===== config.mk =====
export PLATFORM = sky130hd
export DESIGN_NAME = imem_loader
export DESIGN_NICKNAME = d
export VERILOG_FILES = /design/src/rtl/imem_loader_pkg.sv /design/src/rtl/imem_loader_byte_assembler.sv /design/src/rtl/imem_loader.sv
export SDC_FILE = /design/constraint.sdc
export NUM_CORES = 1
export LEC_CHECK = 0
export CAP_MARGIN = 20
export CORE_MARGIN = 2
export CORE_UTILIZATION = 50
export CTS_BUF_LIST = sky130_fd_sc_hd__clkbuf_4 sky130_fd_sc_hd__clkbuf_8
export DETAILED_ROUTE_END_ITERATION = 10
export PLACE_DENSITY = 0.79
export SKIP_LAST_GASP = 1
export SLEW_MARGIN = 0
export SYNTH_ARGS = -nofsm -noshare
export SYNTH_HDL_FRONTEND = slang
export SYNTH_SLANG_ARGS = --single-unit

===== constraint.sdc =====
create_clock -name clk -period 3.4 [get_ports clk]
set_input_delay 0.68 -clock clk [delete_from_list [all_inputs] [get_ports clk]]
set_output_delay 0.68 -clock clk [all_outputs]
set_load 0.05 [all_outputs]

===== src/rtl/imem_loader_pkg.sv =====
// rtl/imem_loader_pkg.sv - shared state encoding and stream framing constants for the instruction loader
package imem_loader_pkg;

   // Loader FSM encoding
   localparam logic [2:0] ST_HDR  = 3'd0;
   localparam logic [2:0] ST_LOAD = 3'd1;
   localparam logic [2:0] ST_WR   = 3'd2;
   localparam logic [2:0] ST_DONE = 3'd3;
   localparam logic [2:0] ST_ERR  = 3'd4;

   // Stream framing: 4-byte little-endian header, 4-byte little-endian words
   localparam int HDR_BYTES      = 4;
   localparam int BYTES_PER_WORD = 4;
   localparam int WORD_BITS      = 8 * BYTES_PER_WORD;
   localparam int BIDX_W         = $clog2(BYTES_PER_WORD);

endpackage


===== src/rtl/imem_loader_byte_assembler.sv =====
// rtl/imem_loader_byte_assembler.sv - collects four bytes little-endian into one word with a last-byte flag
module byte_assembler
   import imem_loader_pkg::*;
(
   input  logic                 clk,
   input  logic                 rst,
   input  logic                 accept,
   input  logic [7:0]           byte_data,
   output logic [WORD_BITS-1:0] word_next,
   output logic                 last
);

   logic [BIDX_W-1:0]    byte_idx;
   logic [WORD_BITS-1:0] shreg;

   // New bytes enter at the top so the first byte of a word ends up in bits [7:0]
   assign word_next = {byte_data, shreg[WORD_BITS-1:8]};
   assign last      = (byte_idx == BIDX_W'(BYTES_PER_WORD - 1));

   // Advance the byte index and shift register only on an accepted byte
   always_ff @(posedge clk or negedge rst) begin
      if (!rst) begin
         byte_idx <= '0;
         shreg    <= '0;
      end else if (accept) begin
         byte_idx <= last ? '0 : byte_idx + 1'b1;
         shreg    <= word_next;
      end
   end

endmodule


===== src/rtl/imem_loader.sv =====
// rtl/imem_loader.sv - streams a length-prefixed program into instruction memory and releases the core reset
module imem_loader
   import imem_loader_pkg::*;
#(
   parameter int addresswidth = 32,
   parameter int datawidth    = 32,
   parameter int depth        = 1024
) (
   input  logic                    clk,
   input  logic                    rst,
   input  logic                    byte_valid,
   input  logic [7:0]              byte_data,
   output logic                    byte_ready,
   output logic                    we,
   output logic [addresswidth-1:0] waddr,
   output logic [datawidth-1:0]    wdata,
   output logic                    core_rst_n,
   output logic                    done,
   output logic                    error
);

   localparam int CNT_W = 8 * HDR_BYTES;

   logic [2:0]           state;
   logic [2:0]           next_state;
   logic [CNT_W-1:0]     word_count;
   logic [CNT_W-1:0]     word_idx;
   logic                 accept;
   logic                 asm_last;
   logic [WORD_BITS-1:0] asm_word;
   logic                 hdr_complete;
   logic                 word_complete;
   logic                 last_word;

   // byte_ready is only ever high in HDR/LOAD, so this is the transfer qualifier
   assign accept        = byte_valid & byte_ready;
   assign hdr_complete  = accept & asm_last & (state == ST_HDR);
   assign word_complete = accept & asm_last & (state == ST_LOAD);
   assign last_word     = ((word_idx + CNT_W'(1)) == word_count);

   byte_assembler u_asm (
      .clk       (clk),
      .rst       (rst),
      .accept    (accept),
      .byte_data (byte_data),
      .word_next (asm_word),
      .last      (asm_last)
   );

   // Next-state selection; header decides between empty, oversize and normal loads
   always_comb begin
      next_state = state;
      case (state)
         ST_HDR: begin
            if (hdr_complete) begin
               if (asm_word == '0)
                  next_state = ST_DONE;
               else if (asm_word > CNT_W'(depth))
                  next_state = ST_ERR;
               else
                  next_state = ST_LOAD;
            end
         end
         ST_LOAD: begin
            if (word_complete)
               next_state = ST_WR;
         end
         ST_WR: begin
            next_state = last_word ? ST_DONE : ST_LOAD;
         end
         ST_DONE: next_state = ST_DONE;
         ST_ERR:  next_state = ST_ERR;
         default: next_state = ST_HDR;
      endcase
   end

   // State, registered handshake/status outputs and the write port
   always_ff @(posedge clk or negedge rst) begin
      if (!rst) begin
         state      <= ST_HDR;
         byte_ready <= 1'b0;
         we         <= 1'b0;
         waddr      <= '0;
         wdata      <= '0;
         done       <= 1'b0;
         error      <= 1'b0;
         core_rst_n <= 1'b0;
         word_count <= '0;
         word_idx   <= '0;
      end else begin
         state      <= next_state;
         byte_ready <= (next_state == ST_HDR) || (next_state == ST_LOAD);
         we         <= (next_state == ST_WR);
         done       <= done  | (next_state == ST_DONE);
         error      <= error | (next_state == ST_ERR);
         core_rst_n <= (next_state == ST_DONE);
         if (hdr_complete)
            word_count <= asm_word;
         // Capture address and data as the word completes so they are valid throughout WR
         if (word_complete) begin
            waddr <= addresswidth'(word_idx);
            wdata <= datawidth'(asm_word);
         end
         if (state == ST_WR)
            word_idx <= word_idx + CNT_W'(1);
      end
   end

endmodule


==> results of run 1 <==
synthesized netlist by cell type, types with 4 or more instances:
| cell type | number |
|---|---|
| nor2_1 | 15 |
| nand2b_1 | 4 |
| mux2_2 | 120 |
| nand2_1 | 35 |
| a31oi_1 | 7 |
| clkbuf_8 | 8 |
| a21oi_1 | 8 |
| nor4_1 | 15 |
| nand3_1 | 17 |
| buf_2 | 4 |
| dfrtp_1 | 162 |
| o21ai_0 | 11 |
| and2_1 | 5 |
| or3_1 | 6 |
| xnor2_1 | 43 |
| nor3_1 | 9 |
| xor2_1 | 24 |
| clkbuf_1 | 16 |
| nand4_1 | 18 |
| and3_1 | 13 |
| buf_4 | 5 |
| o22ai_1 | 4 |
| inv_1 | 7 |
routing by layer:
| metal | global-route usage | wire (um) | vias up |
|---|---|---|---|
| met3 | 0.0549 | 990 | 32 |
| met5 | 0 | 0 | - |
| li1 | - | - | 2340 |
| met4 | 0.0827 | 409 | 0 |
| met1 | 0.311 | 7610 | 2586 |
| met2 | 0.337 | 7880 | 162 |
cell type report:
class | count | share of cell area
clock buffer | 20 | 0.0309
clock inverter | 12 | 0.0135
inverter | 7 | 0.00295
multi-input combinational | 405 | 0.371
sequential | 162 | 0.455
tap | 188 | 0.0264
timing repair buffer | 91 | 0.100
where the power goes:
group / internal, uW / total (uW) / switching, uW
Sequential: 2500 / 3120 / 615
Combinational: 1130 / 2530 / 1400
Clock: 655 / 1410 / 752
Total: 4290 / 7050 / 2770
worst reg2reg max path: stages (launching register included):
cell       delay, ns
dfrtp_1         0.58
and4_1          0.33
nand4_1         0.15
a2111oi_0       0.71
nand4_1         0.16
nor4_1          0.44
nand2_1         0.12
o211a_1         0.23
stage by stage:
stage	util	hold slack, ns
detailed placement	0.567	0.479
floorplan	-	0.384
global route	0.593	0.252
CTS	0.593	0.227
finish	0.593	0.220
global placement	0.567	0.465
kinds of logic after synthesis:
logic type / after synthesis / share of synthesized area
AND/OR/NAND/NOR: 164 / 0.126
adder cells (fa/ha/maj): 2 / 0.00328
XOR/XNOR: 67 / 0.0769
buffers and inverters: 42 / 0.0362
multiplexers: 121 / 0.178
flip-flops: 162 / 0.531
AO/OA/AOI/OAI: 51 / 0.0483
registers in the layout, summed over array words and instances (netlist names):
register	count
waddr	32
wdata	32
word_count	32
word_idx	32
u_asm.shreg	24
state	3
u_asm.byte_idx	2
byte_ready	1
core_rst_n	1
done	1
error	1
we	1
final timing paths:
| path | endpoint | slack [ns] |
|---|---|---|
| max | byte_ready | 0.57 |
| min | wdata[2] | 0.22 |
| max reg2reg | byte_ready | 0.57 |
| min reg2reg | waddr[8] | 0.50 |
| max in group asynchronous | waddr[22] | 2.42 |
| min in group clk | waddr[8] | 0.50 |
==> results.txt, run 1 <==
----------------------------------------------------
[Synthesis]
  Part of the Yosys area used for sequential elements ... 0.531
  Number of synthesized register bits ... 162
  Top cell type's share of synthesized area ... 0.531
  Mapped cell area ... 7630 um2
  Total number of yosys warnings ... 0
  Number of synthesized flops with an enable pin ... 0
  Post-Syn Instances ... 609
  Net count after synthesis ... 622
  Top flip-flop cell by instance count after synthesis ... dfrtp_1
  Cell types occupying the most area after synthesis ... dfrtp_1 (53%), mux2_2 (18%), xnor2_1 (4.9%)
  Async set-reset flop share out of synthesis ... 1.00
  Number of different library cells in the post-synthesis netlist ... 58
  Synthesized area divided by synthesized cell count ... 12.5 um2
  Dominant cell type by area after synthesis ... dfrtp_1

[Worst setup path]
  Worst path most repeated cell ... nand4_1
  Kind of cell with the highest combined delay on the critical path ... simple AND/OR/NAND/NOR gates
  First element of the critical path ... word_idx[4]
  Required time of the critical path ... 3.76 ns
  Stages on worst setup path ... 7
  Reg-to-Reg Start ... word_idx[4]
  Worst path slowest cell ... a2111oi_0
  Critical Path Sink Type ... flop
  Cells on worst reg2reg path ... 7
  Sequence of cells on the critical path ... and4_1, nand4_1, a2111oi_0, nand4_1, nor4_1, nand2_1, o211a_1
  Maximum net fanout on the critical path ... 10
  Nature of the critical path startpoint ... flop
  Critical path class ... reg2reg
  Max stage delay on crit path ... 0.71 ns
  Worst path arrival time ... 3.19 ns
  Buffer and inverter count on the worst path ... 0

[Timing]
  Final worst setup slack ... 0.569 ns
  RSZ-0062 raised after global routing ... no
  Setup skew after layout ... 0.0143 ns
  Fin crit share ... 0.833
  Worst Max-Slew Pin Slew ... 0.735 ns
  Number of hold-slack violations in the final timing report ... 0
  Setup TNS ... 0 ns
  Final-report setup violation count ... 0
  Achievable clock frequency ... 353 MHz
  Number of pins exceeding their max-slew limit in the final report ... 0
  Headroom to the max-slew limit ... 0.505
  Time the final worst path needs with I/O delays and setup ... 2.83 ns

[Die]
  Horizontal die dimension ... 128 um
  Die area ... 16,300 um2
  Top Ports ... 80
  Chip Height ... 128 um
  Std cell rows ... 45
  Initial core utilization ... 0.508
  Standard cell core area ... 15,000 um2

[CTS]
  Number of buffers between clock root and the deepest sink ... 2
  Post-cts resize count ... 0
  Clock transition at path regs ... 0.08 ns
  Max H-tree Level ... 4
  Sink Count ... 162
  Total clock buffers created by CTS ... 17
  Setup Fix Bufs, Post-CTS ... 0
  CTS tree ... yes
  Root buffer cell ... clkbuf_8
  CTS Hold Buffers Added ... 0
  Clk_lat worst skew ... 0.47 ns

[Drt]
  Number of DRC markers in iteration 0 ... 290
  # DRC ... 0
  Via count ... 5,120
  Avg Vias per Cell ... 5.79
  Total Wirelength ... 16,900 um
  Pre-antenna DRT Iters ... 5
  Count of nets left with antenna violations after detail routing ... 0
  Routed len/inst ... 19.1 um

[Placed design]
  Detail Placement HPWL ... 12,400 um
  Placed Cells incl. Taps ... 853
  Number of port buffers ... 79
  Post-placement cell area ... 8520 um2
  Post-Place Worst Slack ... 0.475 ns
  GPL Wtd Cong ... 0.921

[Min path]
  Worst hold path class ... in2async

[Global routing]
  Aggregate global-route resource usage ... 0.222
  Initial antenna violation count ... 0
  Number of global-route vias before repair ... 5,148
  Total overflow reported by the global router ... 0
  First-pass GRT wire length ... 27,800 um
  Maximum number of pins on one net before global-route repair ... 75

[Final layout]
  Filler cells ... 1,195
  Area used by multi-input combinational logic ... 3310 um2
  Most common library cell in the layout ignoring fill and taps ... dfrtp_1
  Register cell area after layout ... 4050 um2
  Highest-count cells in the layout ignoring fill and taps ... dfrtp_1 (162), mux2_2 (120), clkdlybuf4s50_1 (78)
  Area growth from synthesis to final layout ... 16.8%
  Ant diodes ... 0
  Post-route cell area ... 8920 um2
  Number of cells in the finished layout apart from fillers ... 885
  Net total in the final layout ... 697
  Fraction of layout cells with a size suffix above 1 ... 0.270

[Pwr]
  Pwr Total ... 7050 uW
  PD cells ... 791 nW/um2
  Leakage power total ... 0.00390 uW
  Peak supply drop ... 0.586 mV

[Flow run]
  Maximum Capacitance Violations ... 0

[Status]
  Status ... completed

----------------------------------------------------
(Power assumes the default switching activity.)
==> inputs of run 2 (changes only) <==
- PLACE_DENSITY: 0.79 -> 0.82
- clock period: 3.4 -> 2.5 ns (I/O delays scaled with it)
==> run 2 against run 1 <==
Compared with the run above: sequential share of layout area decreased by 2.6 points; sequential power rose by 35%; hold slack better by 0.28 ns; global-route usage up 0.92 points; register-to-register slack got worse by 0.53 ns; cell count grew 6.0%; maximum frequency increased by 15%; critical path type unchanged; largest power group unchanged; highest routed layer unchanged.
==> results.txt, run 2 (synthesized netlist as in run 1, its figures left out) <==
----------------------------------------------------
[Status]
  Status ... completed

[Global routing]
  Aggregate global-route resource usage ... 0.231
  Initial antenna violation count ... 0
  Number of global-route vias before repair ... 5,371
  Total overflow reported by the global router ... 0
  First-pass GRT wire length ... 28,900 um
  Maximum number of pins on one net before global-route repair ... 56

[Worst setup path]
  Worst path slowest cell ... or4_1
  Required time of the critical path ... 2.87 ns
  Buffer and inverter count on the worst path ... 2
  Maximum net fanout on the critical path ... 5
  Worst path most repeated cell ... buf_4
  Register-to-register setup slack ... 0.04 ns
  Kind of cell with the highest combined delay on the critical path ... simple AND/OR/NAND/NOR gates
  Nature of the critical path startpoint ... flop
  Critical Path Sink Type ... flop
  Sequence of cells on the critical path ... nand4_4, buf_4, or4_1, o21ai_1, nand4b_1, nor4_2, buf_4, nand2_1, o211a_1
  First element of the critical path ... word_idx[3]
  Worst path arrival time ... 2.82 ns
  Critical path class ... reg2reg
  Reg-to-Reg Start ... word_idx[3]
  Max stage delay on crit path ... 0.59 ns

[Timing]
  Time the final worst path needs with I/O delays and setup ... 2.46 ns
  Setup TNS ... 0 ns
  Number of hold-slack violations in the final timing report ... 0
  Worst Max-Slew Pin Slew ... 0.567 ns
  Achievable clock frequency ... 407 MHz
  Setup skew after layout ... 0.0117 ns
  Headroom to the max-slew limit ... 0.621
  Fin crit share ... 0.983
  RSZ-0062 raised after global routing ... yes
  Number of pins exceeding their max-slew limit in the final report ... 0
  Final-report setup violation count ... 0

[CTS]
  Total clock buffers created by CTS ... 17
  Clock transition at path regs ... 0.10 ns
  Number of buffers between clock root and the deepest sink ... 2
  Root buffer cell ... clkbuf_8
  Sink Count ... 162
  Max H-tree Level ... 4
  Clk_lat worst skew ... 0.46 ns
  CTS tree ... yes

[Final layout]
  Filler cells ... 1,149
  Number of cells in the finished layout apart from fillers ... 938
  Highest-count cells in the layout ignoring fill and taps ... dfrtp_1 (161), mux2_2 (120), clkdlybuf4s50_1 (78)
  Net total in the final layout ... 750
  Area growth from synthesis to final layout ... 24.0%
  Post-route cell area ... 9470 um2
  Ant diodes ... 0
  Fraction of layout cells with a size suffix above 1 ... 0.337
  Share of the core filled with cells ... 0.630
  Most common library cell in the layout ignoring fill and taps ... dfrtp_1

[Drt]
  # DRC ... 0
  Count of nets left with antenna violations after detail routing ... 0
  Avg Vias per Cell ... 5.67
  Via count ... 5,323
  Routed len/inst ... 18.9 um
  Pre-antenna DRT Iters ... 4
  Total Wirelength ... 17,700 um
  Number of DRC markers in iteration 0 ... 316

[Die]
  Std cell rows ... 45
  Top Ports ... 80
  Standard cell core area ... 15,000 um2
  Chip Height ... 128 um
  Initial core utilization ... 0.508
  Horizontal die dimension ... 128 um
  Die area ... 16,300 um2

[Min path]
  Worst hold start ... waddr[8]
  Worst hold path class ... reg2reg

[Pwr]
  PD cells ... 1030 nW/um2
  Peak supply drop ... 1.06 mV
  Pwr Total ... 9770 uW
  Leakage power total ... 0.00424 uW

[Placed design]
  Placed Cells incl. Taps ... 904
  Detail Placement HPWL ... 13,100 um
  GPL Wtd Cong ... 0.957
  Post-placement cell area ... 8940 um2
  Number of port buffers ... 79

[Flow run]
  Maximum Capacitance Violations ... 0

----------------------------------------------------
==> run 2: cell count changes in the layout (fill, tap and decap cells not counted), sizes merged <==
cell	delta
buf	+52
clkinvlp	+1
clkbuf	-1
inv	+2
clkinv	-2
dlygate4sd3	+1
==> run 2: path summary, 6_finish.rpt <==
check,depth (start not counted),end
min in group asynchronous,2,wdata[11]
max in group asynchronous,3,word_count[12]
setup / recovery,9,byte_ready
hold / removal,2,waddr[8]
setup reg to reg,9,byte_ready
hold reg to reg,2,waddr[8]
==> run 2: routing by layer <==
metal / track usage / up-vias / wire, um
met1: 0.312 / 2684 / 7990
met5: 0 / - / 0
li1: - / 2456 / -
met4: 0.0769 / 0 / 343
met2: 0.371 / 153 / 8490
met3: 0.0528 / 30 / 883
==> run 2: power by group <==
| part | internal (uW) | switching [uW] | leakage (uW) |
|---|---|---|---|
| Clock | 880 | 1060 | 0.000205 |
| Combinational | 1630 | 1990 | 0.00196 |
| Sequential | 3400 | 811 | 0.00207 |
| Total | 5910 | 3860 | 0.00424 |
==> run 2: metrics by stage <==
| step | worst slack, ns | hold slack, ns |
|---|---|---|
| final | 0.0434 | 0.495 |
| after global placement | -0.0628 | 0.470 |
| after CTS | 0.0157 | 0.500 |
| after global routing | -0.115 | 0.528 |
| after detailed placement | -0.155 | 0.478 |
| after floorplan | 0.180 | 0.204 |
==> run 2: final cells by class <==
| type | count | area, um2 | area share |
|---|---|---|---|
| clock inverters | 13 | 140 | 0.0148 |
| inverters | 7 | 26.3 | 0.00278 |
| clock buffers | 19 | 262 | 0.0276 |
| well taps | 188 | 235 | 0.0248 |
| flip-flops and latches | 162 | 4060 | 0.428 |
| multi-input cells | 405 | 3420 | 0.361 |
| repair buffers | 144 | 1330 | 0.141 |
==> run 2: what timing repair did <==
action / CTS / global route
hold endpoints to repair: 52 / 0
hold buffers: 1 / 0
gates resized for setup: 5 / 14
buffers inserted: 0 / 1
setup endpoints to repair: 4 / 4
pin swaps: 0 / 6
==> run 2: worst register-to-register path, cell delays in order, from the launching register on <==
cell,delay (ns)
dfrtp_1,0.44
nand4_4,0.17
buf_4,0.20
or4_1,0.59
o21ai_1,0.15
nand4b_1,0.13
nor4_2,0.24
buf_4,0.15
nand2_1,0.06
o211a_1,0.23
